### config.mk
export PLATFORM = sky130hd
export DESIGN_NAME = pipe_hold_ctrl
export DESIGN_NICKNAME = d
export VERILOG_FILES = /design/src/rtl/pipe_hold_ctrl_pkg.sv /design/src/rtl/pipe_hold_ctrl_stall_watchdog.sv /design/src/rtl/pipe_hold_ctrl.sv
export SDC_FILE = /design/constraint.sdc
export NUM_CORES = 1
export LEC_CHECK = 0
export BUFFER_PORTS_ARGS = -buffer_cell sky130_fd_sc_hd__clkbuf_2
export CAP_MARGIN = 40
export CORE_ASPECT_RATIO = 1.1
export CORE_UTILIZATION = 40
export CTS_CLUSTER_SIZE = 14
export DETAILED_ROUTE_END_ITERATION = 10
export PLACE_DENSITY = 0.7
export SLEW_MARGIN = 20
export SYNTH_ARGS = -nofsm -noshare
export SYNTH_HDL_FRONTEND = slang
export SYNTH_SLANG_ARGS = --single-unit
### constraint.sdc
create_clock -name clk -period 2.7 [get_ports clk]
set_input_delay 0.405 -clock clk [delete_from_list [all_inputs] [get_ports clk]]
set_output_delay 0.405 -clock clk [all_outputs]
set_load 0.05 [all_outputs]
### src/rtl/pipe_hold_ctrl_pkg.sv
// rtl/pipe_hold_ctrl_pkg.sv - shared hold-flag codes, bus layout and FSM states
package pipe_hold_ctrl_pkg;

  // Per-boundary pipeline register command
  typedef logic [2:0] hold_flag_t;

  localparam hold_flag_t HOLD_RUN   = 3'b000;
  localparam hold_flag_t HOLD_FLUSH = 3'b001;
  localparam hold_flag_t HOLD_STALL = 3'b010;

  // The four boundaries in pipeline order, fetch side first
  typedef struct packed {
    hold_flag_t if_id;
    hold_flag_t id_ex;
    hold_flag_t ex_mem;
    hold_flag_t mem_wb;
  } hold_bus_t;

  typedef enum logic [1:0] {
    S_RESET = 2'd0,
    S_RUN   = 2'd1,
    S_TRAP  = 2'd2
  } state_t;

  // Build a bus with the same command on every boundary
  function automatic hold_bus_t all_flags(input hold_flag_t f);
    hold_bus_t b;
    b.if_id  = f;
    b.id_ex  = f;
    b.ex_mem = f;
    b.mem_wb = f;
    return b;
  endfunction

endpackage

### src/rtl/pipe_hold_ctrl_stall_watchdog.sv
// rtl/pipe_hold_ctrl_stall_watchdog.sv - consecutive-stall run-length counter with sticky timeout flag
module stall_watchdog #(
  parameter int STALL_TIMEOUT = 1024
) (
  input  logic clk,
  input  logic rst,
  input  logic i_stall,
  output logic o_timeout
);

  localparam int RW = $clog2(STALL_TIMEOUT + 1);
  localparam logic [RW-1:0] LIMIT = RW'(STALL_TIMEOUT);

  logic [RW-1:0] r_run;
  logic          r_timeout;

  // Run length saturates at the limit so it can never wrap back below it;
  // the flag is set on the same edge the run length reaches the limit.
  always_ff @(posedge clk or posedge rst) begin
    if (rst) begin
      r_run     <= '0;
      r_timeout <= 1'b0;
    end else if (i_stall) begin
      if (r_run != LIMIT) begin
        r_run <= r_run + 1'b1;
      end
      if (r_run >= LIMIT - 1'b1) begin
        r_timeout <= 1'b1;
      end
    end else begin
      r_run <= '0;
    end
  end

  assign o_timeout = r_timeout;

endmodule

### src/rtl/pipe_hold_ctrl.sv
// rtl/pipe_hold_ctrl.sv - pipeline hold/flush arbiter with trap sequencing, jump deferral and stall statistics
module pipe_hold_ctrl
  import pipe_hold_ctrl_pkg::*;
#(
  parameter int FLUSH_CYCLES  = 2,
  parameter int STALL_TIMEOUT = 1024,
  parameter int CNT_W         = 32
) (
  input  logic             clk,
  input  logic             rst,
  input  logic             if_stall_req,
  input  logic             ex_stall_req,
  input  logic             mem_stall_req,
  input  logic             jump_req,
  input  logic             trap_req,
  output logic             trap_ack,
  output logic             jump_commit,
  output logic             pc_hold,
  output logic [2:0]       hold_if_id,
  output logic [2:0]       hold_id_ex,
  output logic [2:0]       hold_ex_mem,
  output logic [2:0]       hold_mem_wb,
  output logic [CNT_W-1:0] stall_cnt,
  output logic             stall_timeout
);

  localparam int FW = (FLUSH_CYCLES > 1) ? $clog2(FLUSH_CYCLES) : 1;
  localparam logic [FW-1:0] FLUSH_LAST = FW'(FLUSH_CYCLES - 1);

  state_t           r_state;
  state_t           w_state_nxt;
  logic [FW-1:0]    r_flush_cnt;
  logic [FW-1:0]    w_flush_cnt_nxt;
  logic             r_jump_pend;
  logic             w_jump_pend_nxt;
  logic [CNT_W-1:0] r_stall_cnt;
  logic             w_stall;
  logic             w_trap;
  hold_bus_t        w_bus;

  // State, flush counter and deferred-jump flag
  always_ff @(posedge clk or posedge rst) begin
    if (rst) begin
      r_state     <= S_RESET;
      r_flush_cnt <= '0;
      r_jump_pend <= 1'b0;
    end else begin
      r_state     <= w_state_nxt;
      r_flush_cnt <= w_flush_cnt_nxt;
      r_jump_pend <= w_jump_pend_nxt;
    end
  end

  // Next state and flag decode; a trap seen in S_RUN already counts as the
  // first flush cycle, so exactly FLUSH_CYCLES cycles are flushed per trap.
  always_comb begin
    w_state_nxt     = r_state;
    w_flush_cnt_nxt = '0;
    w_jump_pend_nxt = r_jump_pend;
    w_bus           = all_flags(HOLD_FLUSH);
    pc_hold         = 1'b1;
    trap_ack        = 1'b0;
    jump_commit     = 1'b0;
    w_stall         = 1'b0;
    w_trap          = 1'b0;

    case (r_state)
      S_RESET: begin
        w_state_nxt     = S_RUN;
        w_jump_pend_nxt = 1'b0;
      end
      S_TRAP: begin
        w_trap = 1'b1;
      end
      S_RUN: begin
        if (trap_req) begin
          w_trap = 1'b1;
        end else if (mem_stall_req) begin
          w_bus.if_id  = HOLD_STALL;
          w_bus.id_ex  = HOLD_STALL;
          w_bus.ex_mem = HOLD_STALL;
          w_bus.mem_wb = HOLD_FLUSH;
          w_stall      = 1'b1;
          if (jump_req) w_jump_pend_nxt = 1'b1;
        end else if (ex_stall_req) begin
          w_bus.if_id  = HOLD_STALL;
          w_bus.id_ex  = HOLD_STALL;
          w_bus.ex_mem = HOLD_FLUSH;
          w_bus.mem_wb = HOLD_RUN;
          w_stall      = 1'b1;
          if (jump_req) w_jump_pend_nxt = 1'b1;
        end else if (jump_req || r_jump_pend) begin
          w_bus.if_id     = HOLD_FLUSH;
          w_bus.id_ex     = HOLD_FLUSH;
          w_bus.ex_mem    = HOLD_RUN;
          w_bus.mem_wb    = HOLD_RUN;
          pc_hold         = 1'b0;
          jump_commit     = 1'b1;
          w_jump_pend_nxt = 1'b0;
        end else if (if_stall_req) begin
          w_bus        = all_flags(HOLD_RUN);
          w_bus.if_id  = HOLD_FLUSH;
          w_stall      = 1'b1;
        end else begin
          w_bus   = all_flags(HOLD_RUN);
          pc_hold = 1'b0;
        end
      end
      default: begin
        w_state_nxt = S_RESET;
      end
    endcase

    if (w_trap) begin
      w_bus           = all_flags(HOLD_FLUSH);
      pc_hold         = 1'b0;
      w_jump_pend_nxt = 1'b0;
      if (r_flush_cnt == FLUSH_LAST) begin
        trap_ack        = 1'b1;
        w_state_nxt     = S_RUN;
        w_flush_cnt_nxt = '0;
      end else begin
        w_state_nxt     = S_TRAP;
        w_flush_cnt_nxt = r_flush_cnt + 1'b1;
      end
    end
  end

  // Saturating count of all stalled cycles
  always_ff @(posedge clk or posedge rst) begin
    if (rst) begin
      r_stall_cnt <= '0;
    end else if (w_stall && (r_stall_cnt != {CNT_W{1'b1}})) begin
      r_stall_cnt <= r_stall_cnt + 1'b1;
    end
  end

  stall_watchdog #(
    .STALL_TIMEOUT(STALL_TIMEOUT)
  ) u_watchdog (
    .clk       (clk),
    .rst       (rst),
    .i_stall   (w_stall),
    .o_timeout (stall_timeout)
  );

  assign hold_if_id  = w_bus.if_id;
  assign hold_id_ex  = w_bus.id_ex;
  assign hold_ex_mem = w_bus.ex_mem;
  assign hold_mem_wb = w_bus.mem_wb;
  assign stall_cnt   = r_stall_cnt;

endmodule
==> run metrics, run 1 <==
status=finished clean; Buf/Inv on CP=2; Crit path max-delay family=flip-flops; Post-Syn Instances=250; setup violators final=0; number of remaining DRC errors=0; largest net degree at the start of global routing=26; ANT cells=0; synth-to-layout area growth=16.1%; Iter 0 DRT Violations=49; Fill cells=606; combinational share of power=0.335; Row Count=30; crit-path max cell delay=410 ps; Synth Flop Type=dfrtp_1; RSZ-0062 raised after global routing=false; H-tree levels=2; dpl hpwl=3.80 mm; Top Ports=55; setup tns final=0 ps; Worst Path Required=2300 ps; count leader, synth=dfrtp_1; Hold Path Class=input pin to async pin; clock share of power=0.222; final WL=5.08 mm; port bufs=49; DRT antenna net count=0; number of flops mapped to enable cells by yosys=0; Critical Path Fanout Max=6; Pre-antenna DRT Iters=4; Worst Max-Slew Pin Slew=591 ps; Sw Share=0.413; CTS root buf=clkbuf_8; Synth Register Bits=48; cts repair resizes=0; TritonCTS sink count=48; ranking of synthesized cells by area=dfrtp_1, xnor2_1, nand4_1; worst path arrival time=1980 ps; critical path's slowest cell=dfrtp_1; clk_lat worst skew=310 ps; Internal Power=1.15 mW; CTS tree=done; Final Hold Viols=0; element type at the critical path end=output port; peak supply drop=365 µV; cts bufs inserted=5; layout cells sized above 1=0.234; clk slew on worst S/H paths=90 ps; Multi-input gate area=1260 µm²; Final GP Congestion=0.812; top cell type's share of synthesized area=0.472; total grt overflow=0; die width=78.1 µm; Switching Power=0.812 mW; CP Class=register to output port; Worst Setup Start Kind=register; fin crit share=0.885; Starting Density=0.414; core area=6160 µm²; Reg area=1200 µm²; NumNets Final=317; mapped cell area=2550 µm²; first-pass GRT wire length=8.52 mm; Overall Power=1.96 mW; total die area=6690 µm²; Die Y=85.7 µm; Clock Path Buffers=2; Clock Skew=6.78 ps; number of global-route vias before repair=1861; Hold Worst Slack=116 ps; ys async rst share=1.00; Final Slew Violations=0; Cell Pwr Density=664 nW/µm²; fmax=419 MHz; Seq pwr share=0.442; vias per cell=5.20; synthesized area per cell=10.2 µm²; P_leak=1.39 nW; Setup Fix Bufs, Post-CTS=0; antenna violations before repair=0; # hold bufs at CTS=0; max_slew headroom=0.602; min Tclk post-route=2390 ps; area leader, netlist=dfrtp_1; Via Count=1996; max-capacitance violation count=0; worst path cell trace=inv_1 > ha_1 > a21oi_1 > and2_1 > clkbuf_2; synth unique cells=39; most frequent cells after synthesis=dfrtp_1, xnor2_1, nor2_1; WL per Instance=13.2 µm; YS warnings=0; register area share after synthesis=0.472; total track usage=0.162
==> power by group through the flow <==
stage | sequential, mW | combinational [mW] | clock [mW]
finish | 0.869 | 0.659 | 0.436
detailed placement | 0.885 | 0.666 | 0
global placement | 0.882 | 0.657 | 0
CTS | 0.871 | 0.666 | 0.455
global route | 0.884 | 0.714 | 0.495
floorplan | 0.991 | 0.428 | 0
==> stage by stage <==
step            util  instances  cell area, µm²  setup slack, ps
3_3_place_gp   0.466        376            2870              507
6_report       0.480        384            2960              311
2_1_floorplan      -        254            2560              369
4_1_cts        0.480        384            2960              285
5_1_grt        0.480        384            2960              133
3_5_place_dp   0.466        376            2870              519
==> state kept, by name (all words and copies together) (netlist names) <==
register and cells:
r_jump_pend 1, u_watchdog.o_timeout 1, r_flush_cnt 1, stall_cnt 32, r_state 2, u_watchdog.r_run 11
==> final timing paths <==
check / from / to / slack (ps) / depth (start not counted)
max: r_state[0]$_DFFE_PP0P_ / hold_if_id[1] / 310 / 5
min: rst / r_jump_pend$_DFFE_PP0P_ / 120 / 2
max reg2reg: stall_cnt[25]$_DFFE_PP0P_ / stall_cnt[3]$_DFFE_PP0P_ / 490 / 5
min reg2reg: r_flush_cnt$_DFF_PP0_ / r_flush_cnt$_DFF_PP0_ / 480 / 1
max in group asynchronous: rst / u_watchdog.r_run[9]$_DFFE_PP0P_ / 1870 / 3
min in group clk: jump_req / r_jump_pend$_DFFE_PP0P_ / 420 / 3
==> worst register-to-register path: stages (launching register included) <==
cell and delay (ps):
dfrtp_1 440, nand4_1 230, or4_1 760, nor4b_2 390
nor3_1 110, xor2_1 150
==> cell type report <==
cell class                 instances  share of cell area
multi-input combinational        186               0.425
sequential                        48               0.406
timing repair buffer              53              0.0931
tap                               80              0.0338
clock buffer                       5              0.0233
inverter                           9              0.0114
clock inverter                     3             0.00761
==> cells by family (layout without fill, tap and decap cells) <==
| kind of cell | Yosys count | in the layout | synth area share |
|---|---|---|---|
| compound gates | 23 | 23 | 0.0643 |
| xor+xnor | 39 | 39 | 0.134 |
| fa+ha+maj | 7 | 7 | 0.0344 |
| buf+inv | 20 | 70 | 0.0413 |
| flops | 48 | 48 | 0.472 |
| mux | 3 | 3 | 0.0142 |
| other cells | 1 | 5 | 0.00147 |
| simple gates | 109 | 109 | 0.239 |
==> layer usage <==
metal	up-vias	wire, µm	track usage	part of all wire
met3	5	247	0.0383	0.049
met2	52	2390	0.262	0.47
li1	981	-	-	-
met5	-	0	0	0
met4	0	47	0.0471	0.0093
met1	958	2390	0.217	0.47
==> cell usage in the layout (no fill, tap or decap), drive strengths merged, types with 3 or more instances in the layout <==
master	Yosys	routed
and3	10	10
ha	7	7
xnor2	26	26
conb	1	5
nand2	15	15
nor2	24	24
and2	3	3
nand3	15	15
nor4	6	6
a21oi	8	8
buf	8	4
o21ai	4	4
xor2	13	13
o21a	3	3
dfrtp	48	48
inv	9	10
clkbuf	3	54
nand4	22	22
nor3	5	5
(Power assumes the default switching activity.)
==> run 2, diff against run 1 <==
CORE_UTILIZATION = 25   (was 40)
PLACE_DENSITY = 0.51   (was 0.7)
==> run 2 against run 1 <==
Compared with the run above:
- combinational power grew 0.8%
- core utilization fell by 17 points
- non-clock buffer count grew 1
- sequential power rose by 0.6%
- largest cell class unchanged
==> run metrics, run 2 (same netlist as run 1, synthesis figures left out) <==
status=finished clean; Worst Path Required=2300 ps (about the same); number of global-route vias before repair=1947 (+4.6%); die width=98.2 µm (+26%); design area=3050 µm² (+3.0%); RR Endpoint=stall_cnt[29]$_DFFE_PP0P_; Top Ports=55 (unchanged); max-capacitance violation count=0 (unchanged); Die Y=108 µm (+26%); CTS tree=done; Worst Max-Slew Pin Slew=584 ps (-7.83 ps); largest net degree at the start of global routing=28 (+7.7%); Hold Path Class=input pin to async pin; final WL=5.58 mm (+9.7%); Cell Pwr Density=688 nW/µm² (+3.6%); Setup Fix Bufs, Post-CTS=0 (unchanged); max reg flops=32 (unchanged); number of remaining DRC errors=0 (unchanged); worst r2r src=r_state[1]$_DFFE_PP0P_; Clock Skew=10.9 ps (+4.12 ps); vias per cell=4.72 (-9.1%); peak supply drop=431 µV (+18%); TritonCTS sink count=48 (unchanged); max_slew headroom=0.608 (+0.00526); ANT cells=0 (unchanged); element type at the critical path end=output port; NumNets Final=318 (+0.32%); most common cell after layout, fill and taps aside=clkbuf_2; Starting Density=0.258 (-0.156); dpl hpwl=4.17 mm (+9.9%); CTS root buf=clkbuf_8; Reg area=1200 µm² (unchanged); worst path arrival time=2000 ps (+20 ps); setup violators final=0 (unchanged); Pre-antenna DRT Iters=6 (+2); port bufs=49 (unchanged); RSZ-0062 raised after global routing=false; Worst Setup Start Kind=register; clk slew on worst S/H paths=100 ps (about the same); # hold bufs at CTS=0 (unchanged); Multi-input gate area=1260 µm² (unchanged); Iter 0 DRT Violations=49 (unchanged); core area=9890 µm² (+61%); Final GP Congestion=0.745 (-8.3%); R2R setup slack=470 ps (-20 ps); total track usage=0.111 (-0.0511); most frequent cells in the layout=clkbuf_2, dfrtp_1, xnor2_1; fmax=416 MHz (-0.54%); setup tns final=0 ps (unchanged); Fill cells=1038 (+71%); crit-path max cell delay=410 ps (about the same); fin crit share=0.890 (+0.00476); cts bufs inserted=5 (unchanged); Clock Path Buffers=2 (unchanged); first-pass GRT wire length=9.29 mm (+9.0%); placed cell areas=2920 µm² (+2.0%); min Tclk post-route=2400 ps (+12.9 ps); Via Count=2008 (+0.60%); Row Count=38 (+27%); cts repair resizes=0 (unchanged); Final Hold Viols=0 (unchanged); H-tree levels=2 (unchanged); CP Class=register to output port; R2R depth=7 (+2); critical path's slowest cell=dfrtp_1; synth-to-layout area growth=19.5%; layout cells sized above 1=0.236 (+0.00251); WL per Instance=13.1 µm (-0.84%); clk_lat worst skew=300 ps (about the same); Critical Path Fanout Max=6 (unchanged); total grt overflow=0 (unchanged); P_leak=1.41 nW (+1.2%); total die area=10600 µm² (+58%); Final Slew Violations=0 (unchanged); DRT antenna net count=0 (unchanged); worst path cell trace=inv_1 > ha_1 > a21oi_1 > and2_1 > clkbuf_2; antenna violations before repair=0 (unchanged)
run 2: final cells by class:
cell class,instances,area share
multi-input cells,186,0.412
flip-flops and latches,48,0.394
repair buffers,54,0.0929
well taps,120,0.0493
clock buffers,6,0.0271
clock inverters,2,0.0127
inverters,9,0.0111
run 2: worst max-delay path by stage:
| stage | cells after the start | startpoint | slack [ps] | end |
|---|---|---|---|---|
| 2_1_floorplan | 6 | stall_cnt[24]$_DFFE_PP0P_ | 370 | stall_cnt[3]$_DFFE_PP0P_ |
| 3_3_place_gp | 6 | jump_req | 420 | stall_cnt[29]$_DFFE_PP0P_ |
| 3_5_place_dp | 6 | jump_req | 410 | stall_cnt[29]$_DFFE_PP0P_ |
| 4_1_cts | 5 | r_state[0]$_DFFE_PP0P_ | 290 | hold_id_ex[1] |
| 5_1_grt | 6 | r_state[1]$_DFFE_PP0P_ | 150 | hold_if_id[1] |
| 6_report | 5 | r_state[0]$_DFFE_PP0P_ | 300 | hold_id_ex[1] |
run 2: through the flow:
| stage | power [mW] | cells | hold slack, ps | worst slack, ps | util |
|---|---|---|---|---|---|
| after floorplan | 1.42 | 254 | 438 | 369 | - |
| after global placement | 1.55 | 417 | 437 | 424 | 0.296 |
| after detailed placement | 1.56 | 417 | 437 | 412 | 0.296 |
| after CTS | 2.13 | 425 | 97.4 | 291 | 0.308 |
| after global routing | 2.23 | 425 | 120 | 155 | 0.308 |
| final | 2.10 | 425 | 79.5 | 298 | 0.308 |
run 2: routing by layer:
layer / global-route usage / wire [µm]
met3: 0.0227 / 210
met5: 0 / 0
met4: 0.0320 / 50
met1: 0.138 / 2560
met2: 0.193 / 2760
run 2: worst max-delay path: cells and delay by family (launching register included):
kind                       cells  cell delay, ps
AOI/OAI and AO/OA              1             350
adders and majority gates      1             370
DFF                            1             410
and+or+nand+nor                1             200
buffers and inverters          2             360
run 2: report_power, final:
group          switching (mW)  internal, mW  leakage (nW)
clock network           0.255         0.303        0.0614
logic                   0.486         0.179         0.688
registers              0.0854         0.788         0.658
==> run 3, diff against run 2 <==
GPL_TIMING_DRIVEN = 0   (was unset)
PLACE_DENSITY = 0.48   (was 0.51)
SYNTH_HIERARCHICAL = 1   (was unset)
==> run 3 against run 2 <==
Compared with the run above:
- combinational power rose by 7.8%
- flip-flop and latch count did not move
- via count rose by 5.2%
- register-to-register slack improved by 60 ps
- routed wire length rose by 6.3%
- setup slack got worse by 53 ps
- hold slack improved by 1.8 ps
- clock skew fell by 2.8 ps
- core utilization rose by 1.2 points
- first-iteration DRC count fell by 6.1%
- synthesized cell count rose by 6.0%
- final cell count rose by 9.9%
- largest power group unchanged
==> run metrics, run 3 <==
Synth Register Bits=48 (unchanged); fmax=407 MHz (-2.2%); Row Count=38 (unchanged); Worst Max-Slew Pin Slew=636 ps (+52.2 ps); RSZ-0062 raised after global routing=false; Via Count=2113 (+5.2%); first-pass GRT wire length=9.97 mm (+7.4%); CTS tree=done; fin crit share=0.909 (+0.0197); setup ws final=245 ps (-53.3 ps); most frequent cells in the layout=clkbuf_2, dfrtp_1, xnor2_1; total track usage=0.115 (+0.00458); Critical Path Fanout Max=6 (unchanged); CTS root buf=clkbuf_8; Cell Pwr Density=668 nW/µm² (-3.0%); most common cell after layout, fill and taps aside=clkbuf_2; most frequent cells after synthesis=dfrtp_1, xnor2_1, nand4_1; port bufs=49 (unchanged); antenna violations before repair=0 (unchanged); synth-to-layout area growth=22.3%; Final Slew Violations=0 (unchanged); Top Ports=55 (unchanged); # hold bufs at CTS=0 (unchanged); clk_lat worst skew=300 ps (about the same); mapped cell area=2640 µm² (+3.6%); synth unique cells=52 (+33%); ANT cells=0 (unchanged); final WL=5.93 mm (+6.3%); ys async rst share=1.00 (unchanged); Die Y=110 µm (+1.8%); setup tns final=0 ps (unchanged); count leader, synth=dfrtp_1; element type at the critical path end=output port; area leader, netlist=dfrtp_1; max reg flops=32 (unchanged); total grt overflow=0 (unchanged); vias per cell=4.52 (-4.2%); Final Hold Viols=0 (unchanged); DRT antenna net count=0 (unchanged); P_leak=1.48 nW (+4.9%); cts bufs inserted=5 (unchanged); Post-Syn Instances=265 (+6.0%); Pre-antenna DRT Iters=4 (-2); core area=10100 µm² (+1.9%); number of global-route vias before repair=1994 (+2.4%); H-tree levels=2 (unchanged); TritonCTS sink count=48 (unchanged); Clock Path Buffers=2 (unchanged); Worst Path Required=2300 ps (about the same); YS warnings=6 (+6); Setup Fix Bufs, Post-CTS=0 (unchanged); NumNets Final=340 (+6.9%); max_slew headroom=0.574 (-0.0339); top cell type's share of synthesized area=0.455 (-0.0165); Starting Density=0.262 (+0.00433); Clock Skew=8.12 ps (-2.78 ps); peak supply drop=371 µV (-14%); dpl hpwl=4.43 mm (+6.1%); largest net degree at the start of global routing=22 (-21%); max-capacitance violation count=0 (unchanged); worst path arrival time=2050 ps (+50 ps); Final GP Congestion=0.733 (-1.6%); setup violators final=0 (unchanged); min Tclk post-route=2460 ps (+53.3 ps); clk slew on worst S/H paths=90 ps (about the same); synthesized area per cell=9.96 µm² (-2.2%); Hold Path Class=input pin to async pin; ranking of synthesized cells by area=dfrtp_1, xnor2_1, nand4_1; number of flops mapped to enable cells by yosys=0 (unchanged); CP Class=register to output port; cts repair resizes=0 (unchanged); register area share after synthesis=0.455 (-0.0165); die width=100 µm (+1.8%); total die area=11000 µm² (+3.6%); status=finished clean; WL per Instance=12.7 µm (-3.3%); Synth Flop Type=dfrtp_1; layout cells sized above 1=0.254 (+0.0178); Placement Setup Slack=345 ps (-67.5 ps); Iter 0 DRT Violations=46 (-6.1%); number of remaining DRC errors=0 (unchanged); Worst Setup Start Kind=register; Util after Layout=0.320 (+0.0124)
==> run 3: cell types whose count changed after synthesis, sizes merged, moves of 3 or more <==
cell,delta
o21a,-3
inv,+3
mux2i,+4
xor2,-6
a21oi,+6
or3,+4
and4,+4
nor4,-4
nor2,-10
o21ai,+5
==> run 3: logic make-up after synthesis <==
| group | synth area share |
|---|---|
| multiplexers | 0.0246 |
| AO/OA/AOI/OAI | 0.0773 |
| XOR/XNOR | 0.103 |
| flip-flops | 0.455 |
| AND/OR/NAND/NOR | 0.259 |
| adder cells (fa/ha/maj) | 0.0332 |
| buffers and inverters | 0.0464 |
| other | 0.00142 |
==> run 3: worst paths after layout <==
path | from | to | slack [ps] | cells past startpoint
setup / recovery | r_state[0]$_DFFE_PP0P_ | hold_if_id[1] | 240 | 6
hold / removal | rst | stall_cnt[31]$_DFFE_PP0P_ | 80 | 2
setup reg to reg | r_state[1]$_DFFE_PP0P_ | stall_cnt[29]$_DFFE_PP0P_ | 530 | 7
hold reg to reg | r_flush_cnt$_DFF_PP0_ | r_flush_cnt$_DFF_PP0_ | 480 | 1
max in group asynchronous | rst | stall_cnt[21]$_DFFE_PP0P_ | 2180 | 3
min in group clk | jump_req | r_jump_pend$_DFFE_PP0P_ | 430 | 3
==> run 3: per-stage QoR <==
step / hold slack [ps] / cell area, µm² / std cells / total power, mW
after CTS: 79.9 / 3230 / 467 / 2.20
after floorplan: 270 / 2660 / 269 / 1.44
after global placement: 443 / 3080 / 458 / 1.60
final: 81.3 / 3230 / 467 / 2.16
after detailed placement: 420 / 3100 / 459 / 1.61
after global routing: 110 / 3230 / 467 / 2.29
==> run 3: report_power, final <==
group	leakage (nW)	internal (mW)	switching (mW)	total (mW)
sequential	0.658	0.788	0.0801	0.869
combinational	0.754	0.204	0.512	0.716
clock	0.0645	0.327	0.245	0.572
total	1.48	1.32	0.837	2.16
==> run 3: worst max-delay path, stage by stage, from the launching register on <==
cell and delay, ps:
dfrtp_1 410, inv_1 80, ha_1 360, a21oi_1 330
and2_1 200, buf_4 100, clkbuf_2 260
==> run 3: layout make-up <==
cell class              count  area, µm²
inverters                  12       45.0
clock buffers               7       96.3
repair buffers             50        273
clock inverters             1       30.0
plain buffers              12       77.6
multi-input cells         197       1330
well taps                 140        175
fillers                  1109       6850
flip-flops and latches     48       1200
==> run 3: metal layers <==
metal	part of all wire	up-vias	GRT usage	routed length, µm
li1	-	1064	-	-
met1	0.47	1013	0.147	2790
met2	0.48	29	0.195	2840
met3	0.036	7	0.0261	212
met4	0.014	0	0.0373	84
met5	0	-	0	0
